[src/rtl/seq_stim_gen_if.sv]
// Handshake and serial-line bundle between a word source and seq_stim_gen.
// The master side supplies words and clears; the slave side is the generator.
interface seq_stim_gen_if #(parameter int WIDTH = 8);
    logic             in_valid;
    logic [WIDTH-1:0] in_data;
    logic             in_ready;
    logic             cnt_clr;
    logic             seq;
    logic             seq_valid;
    logic             word_done;
    logic             exp_out;
    logic [15:0]      match_count;

    modport master (
        output in_valid, in_data, cnt_clr,
        input  in_ready, seq, seq_valid, word_done, exp_out, match_count
    );

    modport slave (
        input  in_valid, in_data, cnt_clr,
        output in_ready, seq, seq_valid, word_done, exp_out, match_count
    );
endinterface

[src/rtl/seq_stim_gen.sv]
// MSB-first serializer driving a "010" detector's input line, with a golden
// Mealy model of that detector and a saturating match counter.
module seq_stim_gen #(
    parameter int   WIDTH      = 8,
    parameter int   OVERLAP    = 1,
    parameter logic IDLE_LEVEL = 1'b1
) (
    input logic          clk,
    input logic          rst,
    seq_stim_gen_if.slave bus
);
    localparam int CW = $clog2(WIDTH);

    typedef enum logic {IDLE, SHIFT} ser_t;
    typedef enum logic [1:0] {S0, S1, S2} mdl_t;

    ser_t             ser_q, ser_d;
    mdl_t             mdl_q, mdl_d;
    logic [CW-1:0]    bit_cnt_q, bit_cnt_d;
    logic [WIDTH-2:0] sh_q, sh_d;
    logic             seq_q, seq_d;
    logic [15:0]      cnt_q, cnt_d;
    logic             last, accept, exp_out;

    assign last          = (bit_cnt_q == '0);
    assign bus.in_ready  = (ser_q == IDLE) || last;
    assign accept        = bus.in_valid && bus.in_ready;
    assign bus.seq       = seq_q;
    assign bus.seq_valid = (ser_q == SHIFT);
    assign bus.word_done = (ser_q == SHIFT) && last;
    // Mealy output: depends on the bit currently on the line
    assign exp_out         = (mdl_q == S2) && !seq_q;
    assign bus.exp_out     = exp_out;
    assign bus.match_count = cnt_q;

    always_ff @(posedge clk or posedge rst) begin
        if (rst) begin
            ser_q     <= IDLE;
            mdl_q     <= S0;
            bit_cnt_q <= '0;
            sh_q      <= '0;
            seq_q     <= IDLE_LEVEL;
            cnt_q     <= '0;
        end else begin
            ser_q     <= ser_d;
            mdl_q     <= mdl_d;
            bit_cnt_q <= bit_cnt_d;
            sh_q      <= sh_d;
            seq_q     <= seq_d;
            cnt_q     <= cnt_d;
        end
    end

    always_comb begin
        ser_d     = ser_q;
        seq_d     = seq_q;
        bit_cnt_d = bit_cnt_q;
        sh_d      = sh_q;
        // an accept in the last-bit cycle takes priority over going idle
        if (accept) begin
            seq_d     = bus.in_data[WIDTH-1];
            sh_d      = bus.in_data[WIDTH-2:0];
            bit_cnt_d = CW'(WIDTH - 1);
            ser_d     = SHIFT;
        end else if (ser_q == SHIFT) begin
            if (!last) begin
                seq_d     = sh_q[WIDTH-2];
                sh_d      = sh_q << 1;
                bit_cnt_d = bit_cnt_q - CW'(1);
            end else begin
                seq_d = IDLE_LEVEL;
                ser_d = IDLE;
            end
        end
    end

    // The detector samples every cycle, so idle fill advances the model too
    always_comb begin
        mdl_d = mdl_q;
        case (mdl_q)
            S0:      mdl_d = seq_q ? S0 : S1;
            S1:      mdl_d = seq_q ? S2 : S1;
            S2:      mdl_d = seq_q ? S0 : ((OVERLAP != 0) ? S1 : S0);
            default: mdl_d = S0;
        endcase
    end

    always_comb begin
        cnt_d = cnt_q;
        if (bus.cnt_clr)
            cnt_d = '0;
        else if (exp_out && (cnt_q != 16'hFFFF))
            cnt_d = cnt_q + 16'd1;
    end
endmodule

[src/flat_wrapper.sv]
// flat-port wrapper written by rule: the top's interface ports become plain ports
module seq_stim_gen_flat 
#(
    parameter int   WIDTH      = 8,
    parameter int   OVERLAP    = 1,
    parameter logic IDLE_LEVEL = 1'b1
)
  (clk, rst, bus_in_valid, bus_in_data, bus_cnt_clr, bus_in_ready, bus_seq, bus_seq_valid, bus_word_done, bus_exp_out, bus_match_count);
  seq_stim_gen_if #(.WIDTH(WIDTH)) bus_i ();
  input logic clk;
  input logic rst;
  input wire logic [$bits(bus_i.in_valid)-1:0] bus_in_valid;
  input wire logic [$bits(bus_i.in_data)-1:0] bus_in_data;
  input wire logic [$bits(bus_i.cnt_clr)-1:0] bus_cnt_clr;
  output wire logic [$bits(bus_i.in_ready)-1:0] bus_in_ready;
  output wire logic [$bits(bus_i.seq)-1:0] bus_seq;
  output wire logic [$bits(bus_i.seq_valid)-1:0] bus_seq_valid;
  output wire logic [$bits(bus_i.word_done)-1:0] bus_word_done;
  output wire logic [$bits(bus_i.exp_out)-1:0] bus_exp_out;
  output wire logic [$bits(bus_i.match_count)-1:0] bus_match_count;
  assign bus_i.in_valid = bus_in_valid;
  assign bus_i.in_data = bus_in_data;
  assign bus_i.cnt_clr = bus_cnt_clr;
  assign bus_in_ready = bus_i.in_ready;
  assign bus_seq = bus_i.seq;
  assign bus_seq_valid = bus_i.seq_valid;
  assign bus_word_done = bus_i.word_done;
  assign bus_exp_out = bus_i.exp_out;
  assign bus_match_count = bus_i.match_count;
  seq_stim_gen #(.WIDTH(WIDTH), .OVERLAP(OVERLAP), .IDLE_LEVEL(IDLE_LEVEL)) u_core (.clk(clk), .rst(rst), .bus(bus_i));
endmodule
[config.mk]
export PLATFORM = sky130hd
export DESIGN_NAME = seq_stim_gen_flat
export DESIGN_NICKNAME = d
export VERILOG_FILES = /design/src/rtl/seq_stim_gen_if.sv /design/src/rtl/seq_stim_gen.sv /design/src/flat_wrapper.sv
export SDC_FILE = /design/constraint.sdc
export NUM_CORES = 1
export LEC_CHECK = 0
export ABC_AREA = 1
export CELL_PAD_IN_SITES_DETAIL_PLACEMENT = 1
export CELL_PAD_IN_SITES_GLOBAL_PLACEMENT = 1
export CORE_ASPECT_RATIO = 1.2
export CORE_MARGIN = 2
export CORE_UTILIZATION = 27
export DETAILED_ROUTE_END_ITERATION = 10
export PLACE_DENSITY = 0.64
export REMOVE_ABC_BUFFERS = 1
export SLEW_MARGIN = 20
export SYNTH_ARGS = -nofsm -noshare
export SYNTH_HDL_FRONTEND = slang
export SYNTH_SLANG_ARGS = --single-unit
[constraint.sdc]
create_clock -name clk -period 4.8 [get_ports clk]
set_input_delay 0.72 -clock clk [delete_from_list [all_inputs] [get_ports clk]]
set_output_delay 0.72 -clock clk [all_outputs]
set_load 0.005 [all_outputs]
==> results.py, run 1 <==
metrics = {
    "die": {
        "die_w_um": 75.2,
        "dieArea_um2": 6730,
        "num_rows": 31,
        "start_util_pct": 27.5,
        "die_h_um": 89.5,
        "core_area_um2": 5970,
        "ios": 33,
    },
    "pwr": {
        "switchingPower_uw": 239,
        "p_per_area_nw_per_um2": 348,
        "seqPwrFrac_pct": 45.1,
        "p_int_uw": 499,
        "power.share.clock_pct": 26.7,
        "switching_share_pct": 32.4,
        "p_leak_uw": 0.000978,
        "pwr-share-comb_pct": 28.2,
        "peakVddDrop_mv": 0.146,
    },
    "cells_and_area": {
        "drive_gt1_share_pct": 6.80,
        "nets": 264,
        "layout.cells.non_filler": 332,
        "antenna_cells": 0,
        "fill_cells": 764,
        "syn_to_final_growth_pct": 28.9,
    },
    "synth": {
        "netlist_top_cells_area": "dfrtp_1, nand2_1, inv_1",
        "synth.distinct_cells": 26,
        "synth_edf_count": 0,
        "ys_seq_area_share_pct": 45.8,
        "synth_top_cell_by_area": "dfrtp_1",
        "yosys_most_used_dff": "dfrtp_1",
        "synthArstFlopShare_pct": 100,
        "syn_area_um2": 1640,
        "avgSynthCellArea_um2": 7.71,
        "synth_warnings": 0,
        "synth-seq-cells": 30,
        "synthCells": 213,
        "synth_top_area_share_pct": 44.2,
    },
    "cts": {
        "clk_pin_slew_ps": 60,
        "cts-htree-levels": 2,
        "cts.sinks": 30,
        "cts_tree": "done",
        "numCtsBuffers": 5,
        "cts.path.max_buffers": 2,
        "hold_buffers": 0,
        "cts_setup_buffers": 0,
        "postCtsResizedCells": 0,
        "clk_latency_ps": 280,
        "cts_root_buf": "clkbuf_8",
    },
    "routing": {
        "vias": 1502,
        "drt_iter0_markers": 32,
        "wirelength_um": 4170,
        "drtAntennaViolNets": 0,
        "route.detailed.drc": 0,
        "wl_per_cell_um": 12.5,
        "firstDrtPassIters": 2,
        "via_per_inst": 4.52,
    },
    "timing": {
        "finClkSkew_ps": 10.5,
        "setup_viol": 0,
        "max_slew_margin_pct": 42.0,
        "tightest_slew_ps": 866,
        "period_minus_slack_ps": 2520,
        "final-max-slew-violation-count": 0,
        "final.setup.tns_ps": 0,
        "clock.fmax_mhz": 397,
        "rsz0062_at_grt": "no",
        "period_share_pct": 52.4,
        "hold_violations": 0,
    },
    "place": {
        "port_buffers": 32,
        "post-dp-hpwl_um": 3080,
        "place_congestion": 0.766,
        "dp_cells": 324,
    },
    "critical_path": {
        "r2r_cells": 8,
        "critPathBufInv": 3,
        "crit_required_ps": 4080,
        "r2r-end": "u_core.bus.match_count[0]",
        "r2r_start": "u_core.bus.match_count[1]",
        "crit_path_cell_trace": "inv_1 > ha_1 > ha_1 > inv_1 > nand2_2 > clkdlybuf4s50_1",
        "start_kind": "flop",
        "critPathMaxFanout": 6,
        "slowest_delay_ps": 520,
        "arrival_ps": 1800,
        "cp_slowest_cell": "clkdlybuf4s50_1",
        "end_kind": "output port",
        "cp_top_family": "buffers and inverters",
        "ff2ff_setup_slack_ps": 2760,
        "path_class": "flop to output port",
    },
    "global_routing": {
        "first_global_vias": 1593,
        "antenna_found_initial": 0,
        "track_usage_pct": 14.0,
        "grt_overflow_total": 0,
        "grt_pass1_wl_um": 7240,
        "grt_max_degree": 31,
    },
    "job": {
        "cap_violations": 0,
    },
    "min_path": {
        "holdPathEnd": "u_core.mdl_q[0]",
        "whs_path_depth": 1,
        "min_path_type": "flop to flop",
        "worstHoldStart": "u_core.mdl_q[0]",
    },
    "outcome": {
        "status": "complete, no violations",
    },
}
-- power groups by stage --
stage                     Combinational, uW  Sequential [uW]  Clock (uW)
final                                   208              333         197
after global routing                    245              342         210
after CTS                               215              334         202
after detailed placement                213              338           0
after global placement                  211              336           0
after floorplan                         133              331           0
-- cells by family after synthesis --
group	synth area share, %
XOR/XNOR	3.20
AND/OR/NAND/NOR	33.1
AO/OA/AOI/OAI	7.01
buffers and inverters	8.68
adder cells (fa/ha/maj)	2.29
flip-flops	45.8
-- state kept, by name (all words and copies together), names as in the netlist --
signal                  count
u_core.bit_cnt_q            3
u_core.bus.match_count     16
u_core.bus.seq              1
u_core.bus.seq_valid        1
u_core.mdl_q                2
u_core.sh_q                 7
-- cell usage in the layout, fill, tap and decap left out --
| cell type | netlist | routed |
|---|---|---|
| nor3_1 | 2 | 2 |
| buf_4 | 0 | 1 |
| o211ai_1 | 1 | 1 |
| nand2_2 | 2 | 2 |
| o21ai_4 | 1 | 1 |
| o22ai_1 | 1 | 1 |
| xor2_1 | 6 | 6 |
| o221ai_1 | 2 | 2 |
| dfrtp_1 | 29 | 29 |
| clkdlybuf4s50_1 | 0 | 32 |
| inv_1 | 27 | 27 |
| or2_2 | 3 | 3 |
| nor2_1 | 15 | 15 |
| nor2_2 | 2 | 2 |
| a21oi_1 | 2 | 2 |
| o21bai_1 | 3 | 3 |
| clkbuf_8 | 0 | 5 |
| dfstp_2 | 1 | 1 |
| clkbuf_1 | 0 | 3 |
| nor2_4 | 1 | 1 |
| nand4_1 | 10 | 10 |
| ha_1 | 3 | 3 |
| inv_4 | 1 | 1 |
| nand3_1 | 17 | 17 |
| o21ai_0 | 7 | 7 |
| nand2_1 | 73 | 73 |
-- stage by stage --
stage	utilization [%]	power, uW	setup slack [ps]	hold WS [ps]	instance area (um2)
2_1_floorplan	-	465	3200	416	1610
3_3_place_gp	34.1	547	2580	429	2040
3_5_place_dp	34.1	551	2570	444	2040
4_1_cts	35.5	751	2260	453	2120
5_1_grt	35.5	797	2160	480	2120
6_report	35.5	738	2280	448	2120
-- layout make-up --
class                   count  area, um2  share of cell area [%]
clock buffers               8       80.1                    3.78
inverters                  28        108                    5.08
multi-input cells         151        748                    35.3
flip-flops and latches     30        752                    35.5
well taps                  82        103                    4.84
repair buffers             33        328                    15.5
-- worst max path at each step --
stage,from,slack [ps],cells past startpoint,endpoint
after floorplan,u_core.bit_cnt_q[0],3200,9,u_core.bit_cnt_q[1]
after detailed placement,u_core.bit_cnt_q[0],2570,6,bus_in_ready
after CTS,u_core.bit_cnt_q[0],2260,6,bus_in_ready
after global placement,u_core.bit_cnt_q[0],2580,6,bus_in_ready
final,u_core.bit_cnt_q[0],2280,6,bus_in_ready
after global routing,u_core.bit_cnt_q[0],2160,6,bus_in_ready
-- metal layers --
layer | vias to the layer above | wire length (um) | track usage, %
met1 | 717 | 1850 | 16.9
met4 | 0 | 57 | 4.63
met5 | - | 0 | 0
li1 | 750 | - | -
met3 | 5 | 157 | 3.27
met2 | 30 | 2110 | 24.5
-- cells in the mapped netlist (all sizes together) (2+ instances only) --
cell and n:
o21bai 3, nand2 75, nand3 17, o221ai 2
nand4 10, buf 4, ha 3, a21oi 2
dfrtp 29, nor2 18, xor2 6, or2 3
nor3 2, inv 28, o21ai 8
Note: power is estimated with default switching activity, not from simulation.
==> run 2, diff against run 1 <==
==> constraint.sdc (replaced) <==
create_clock -name clk -period 2.6 [get_ports clk]
set_input_delay 0.39 -clock clk [delete_from_list [all_inputs] [get_ports clk]]
set_output_delay 0.39 -clock clk [all_outputs]
set_load 0.005 [all_outputs]
==> results.py, run 2 (synthesis results as in run 1) <==
metrics = {
    "min_path": {
        "holdPathEnd": "u_core.mdl_q[0]",
        "worstHoldStart": "u_core.mdl_q[0]",
        "min_path_type": "flop to flop",
        "whs_path_depth": 1,
    },
    "routing": {
        "drtAntennaViolNets": 0,
        "route.detailed.drc": 0,
        "met3_length_um": 135,
        "vias": 1509,
        "top_layer": "met4",
        "wl_met2_um": 2110,
        "wl_per_cell_um": 12.5,
        "m1WireLength_um": 1860,
        "firstDrtPassIters": 4,
        "via_per_inst": 4.53,
        "wirelength_um": 4160,
        "drt_iter0_markers": 59,
    },
    "place": {
        "post-dp-hpwl_um": 3100,
        "place_congestion": 0.745,
        "dp_slack_ps": 747,
        "placed_area_um2": 2050,
        "dp_cells": 326,
        "port_buffers": 32,
    },
    "timing": {
        "final-max-slew-violation-count": 0,
        "max_slew_margin_pct": 67.4,
        "setup_viol": 0,
        "period_share_pct": 83.0,
        "rsz0062_at_grt": "no",
        "final.setup.tns_ps": 0,
        "tightest_slew_ps": 487,
        "setup_ws_ps": 442,
        "period_minus_slack_ps": 2160,
        "finClkSkew_ps": 7.07,
        "clock.fmax_mhz": 463,
        "hold_violations": 0,
    },
    "cells_and_area": {
        "final_common_cell": "nand2_1",
        "largest_reg_flops": 16,
        "nets": 266,
        "final_cell_mix": "nand2_1, clkdlybuf4s50_1, dfrtp_1, inv_1, nand3_1",
        "antenna_cells": 0,
        "drive_gt1_share_pct": 7.57,
        "syn_to_final_growth_pct": 29.6,
        "layout.cells.non_filler": 333,
        "fin_area_um2": 2130,
    },
    "die": {
        "ios": 33,
        "die_w_um": 75.2,
        "core_area_um2": 5970,
        "start_util_pct": 27.5,
        "dieArea_um2": 6730,
        "num_rows": 31,
        "die_h_um": 89.5,
    },
    "cts": {
        "cts_setup_buffers": 0,
        "cts-htree-levels": 2,
        "cts.path.max_buffers": 2,
        "cts_tree": "done",
        "clk_pin_slew_ps": 60,
        "numCtsBuffers": 5,
        "hold_buffers": 0,
        "clk_latency_ps": 280,
        "postCtsResizedCells": 0,
        "cts_root_buf": "clkbuf_8",
        "cts.sinks": 30,
    },
    "critical_path": {
        "crit_start": "u_core.bit_cnt_q[0]",
        "r2r_cells": 10,
        "r2r_start": "u_core.bit_cnt_q[0]",
        "crit_required_ps": 2210,
        "arrival_ps": 1770,
        "end_kind": "output port",
        "ff2ff_setup_slack_ps": 770,
        "critPathMaxFanout": 6,
        "path_class": "flop to output port",
        "start_kind": "flop",
        "r2r-end": "u_core.sh_q[3]",
    },
    "pwr": {
        "finalPower_uw": 1370,
        "p_leak_uw": 0.000987,
        "peakVddDrop_mv": 0.242,
        "p_per_area_nw_per_um2": 643,
    },
    "global_routing": {
        "grt_max_degree": 31,
        "first_global_vias": 1506,
        "grt_pass1_wl_um": 6900,
        "grt_overflow_total": 0,
        "antenna_found_initial": 0,
        "track_usage_pct": 13.7,
    },
    "job": {
        "cap_violations": 0,
    },
    "outcome": {
        "status": "complete, no violations",
    },
}
==> run 2: changes by cell type in the layout (fill, tap and decap cells not counted), sizes merged <==
cell	delta
buf	+2
clkbuf	-1
==> run 2: power breakdown <==
part	leakage (uW)	internal [uW]	total [uW]	switching, uW
registers	0.000395	566	619	53.2
logic	0.000553	171	396	225
clock network	0.0000383	184	355	170
==> run 2: metrics by stage <==
stage | hold slack [ps] | util (%)
CTS | 440 | 35.7
floorplan | 416 | -
finish | 439 | 35.7
detailed placement | 432 | 34.4
global placement | 427 | 34.4
global route | 460 | 35.7
==> run 2: worst max-delay path, cell delays in order, from the launching register on <==
cell and delay (ps):
dfrtp_1 360, inv_1 80, ha_1 160, ha_1 200, inv_1 60, nand2_2 110
clkdlybuf4s50_1 520
==> run 2: layout make-up <==
cell class,count,area (um2)
inverter,28,108
clock buffer,7,76.3
multi-input combinational,151,748
timing repair buffer,35,343
fill,759,3840
sequential,30,752
tap,82,103
==> run 2: how the worst max path moves through the flow <==
stage | to | slack, ps | cells after the start
floorplan | u_core.bit_cnt_q[1] | 1000 | 9
global placement | bus_in_ready | 770 | 6
detailed placement | bus_in_ready | 750 | 6
CTS | bus_in_ready | 430 | 6
global route | bus_in_ready | 320 | 6
finish | bus_in_ready | 440 | 6
==> run 2: routing by layer <==
metal / vias to the layer above / GRT usage (%)
met3: 6 / 3.95
met1: 723 / 16.3
met4: 0 / 4.31
met5: - / 0
met2: 33 / 23.6
li1: 747 / -
==> run 3, diff against run 2 <==
==> constraint.sdc (replaced) <==
create_clock -name clk -period 2.12 [get_ports clk]
set_input_delay 0.318 -clock clk [delete_from_list [all_inputs] [get_ports clk]]
set_output_delay 0.318 -clock clk [all_outputs]
set_load 0.005 [all_outputs]
==> results.py, run 3 (synthesis results as in run 1) <==
metrics = {
    "outcome": {
        "status": "complete, no violations",
    },
    "global_routing": {
        "first_global_vias": 1577,
        "grt_max_degree": 31,
        "track_usage_pct": 14.2,
        "antenna_found_initial": 0,
        "grt_pass1_wl_um": 7190,
        "grt_overflow_total": 0,
    },
    "cells_and_area": {
        "nets": 266,
        "final_common_cell": "nand2_1",
        "layout.cells.non_filler": 334,
        "drive_gt1_share_pct": 9.13,
        "final_cell_mix": "nand2_1, clkdlybuf4s50_1, dfrtp_1, inv_1, nand3_1",
        "syn_to_final_growth_pct": 31.6,
        "largest_reg_flops": 16,
        "antenna_cells": 0,
    },
    "die": {
        "die_h_um": 89.5,
        "die_w_um": 75.2,
        "ios": 33,
        "start_util_pct": 27.5,
        "core_area_um2": 5970,
        "num_rows": 31,
        "dieArea_um2": 6730,
    },
    "critical_path": {
        "end_kind": "output port",
        "cp_slowest_cell": "clkdlybuf4s50_1",
        "start_kind": "flop",
        "arrival_ps": 1680,
        "cpMostUsedCell": "inv_1",
        "path_class": "flop to output port",
        "crit_required_ps": 1800,
        "crit_path_cell_trace": "inv_1 > ha_1 > ha_4 > nand2_1 > inv_1 > clkdlybuf4s50_1",
        "slowest_delay_ps": 490,
        "critPathMaxFanout": 3,
    },
    "routing": {
        "via_per_inst": 4.47,
        "wirelength_um": 4160,
        "vias": 1492,
        "drt_iter0_markers": 38,
        "firstDrtPassIters": 4,
        "route.detailed.drc": 0,
        "drtAntennaViolNets": 0,
        "wl_per_cell_um": 12.5,
    },
    "timing": {
        "clock.fmax_mhz": 501,
        "hold_violations": 0,
        "period_share_pct": 94.2,
        "finClkSkew_ps": 2.49,
        "final.setup.tns_ps": 0,
        "setup_viol": 0,
        "max_slew_margin_pct": 65.4,
        "rsz0062_at_grt": "no",
        "final-max-slew-violation-count": 0,
        "tightest_slew_ps": 518,
        "period_minus_slack_ps": 2000,
    },
    "cts": {
        "cts.sinks": 30,
        "numCtsBuffers": 5,
        "cts.path.max_buffers": 2,
        "cts_root_buf": "clkbuf_8",
        "cts-htree-levels": 2,
        "cts_setup_buffers": 0,
        "cts_tree": "done",
        "clk_pin_slew_ps": 60,
        "clk_latency_ps": 280,
        "hold_buffers": 0,
    },
    "place": {
        "dp_cells": 326,
        "place_congestion": 0.752,
        "post-dp-hpwl_um": 3080,
        "port_buffers": 32,
    },
    "pwr": {
        "p_per_area_nw_per_um2": 805,
        "p_leak_uw": 0.00101,
        "peakVddDrop_mv": 0.381,
    },
    "min_path": {
        "min_path_type": "input pin to asynchronous set/reset pin",
    },
    "job": {
        "cap_violations": 0,
    },
}
-- run 3: final timing paths --
check                                          from         endpoint  slack, ps  cells after the start
worst max-delay path            u_core.bit_cnt_q[0]    bus_word_done        120                      6
min in group clk                    u_core.mdl_q[0]  u_core.mdl_q[0]        440                      1
worst max register to register  u_core.bit_cnt_q[0]   u_core.sh_q[3]        280                     10
worst min-delay path                            rst   u_core.sh_q[1]        420                      3
worst min register to register      u_core.mdl_q[0]  u_core.mdl_q[0]        440                      1
max in group asynchronous                       rst   u_core.bus.seq       1370                      3
-- run 3: per-stage QoR --
stage          power, uW  utilization, %  instance area [um2]  hold WS (ps)  setup WS [ps]
6_report            1740            36.2                 2160           419            123
5_1_grt             1880            36.2                 2160           461           15.9
4_1_cts             1780            36.1                 2160           429           9.01
3_5_place_dp        1250            34.4                 2050           437           68.8
3_3_place_gp        1240            34.4                 2050           428            137
2_1_floorplan       1050               -                 1610           408            521
-- run 3: layer usage --
| layer | global-route usage (%) | up-vias | share of wire, % |
|---|---|---|---|
| li1 | - | 751 | - |
| met1 | 16.6 | 696 | 44 |
| met2 | 24.7 | 34 | 50 |
| met3 | 3.16 | 11 | 3.4 |
| met4 | 6.38 | 0 | 2.5 |
| met5 | 0 | - | 0 |
-- run 3: worst max-delay path: cells and delay by family (launching register included) --
family	cells	cell delay, ps
fa+ha+maj	2	350
simple gates	1	50
flops	1	370
buf+inv	3	630
-- run 3: report_power, final --
group	leakage (uW)	internal [uW]	total [uW]	switching [uW]
registers	0.000395	694	750	56.7
clock network	0.0000482	262	487	225
logic	0.000568	217	503	285
total	0.00101	1170	1740	567
-- run 3: timing repair --
item,CTS,global route
setup endpoints to repair,1,5
gates cloned,0,0
resized for setup,2,2
-- run 3: final cells by class --
type / instances / area (um2)
repair buffers: 35 / 345
well taps: 82 / 103
fillers: 759 / 3810
multi-input cells: 151 / 763
flip-flops and latches: 30 / 752
clock buffers: 7 / 86.3
clock inverters: 1 / 5.00
inverters: 28 / 108
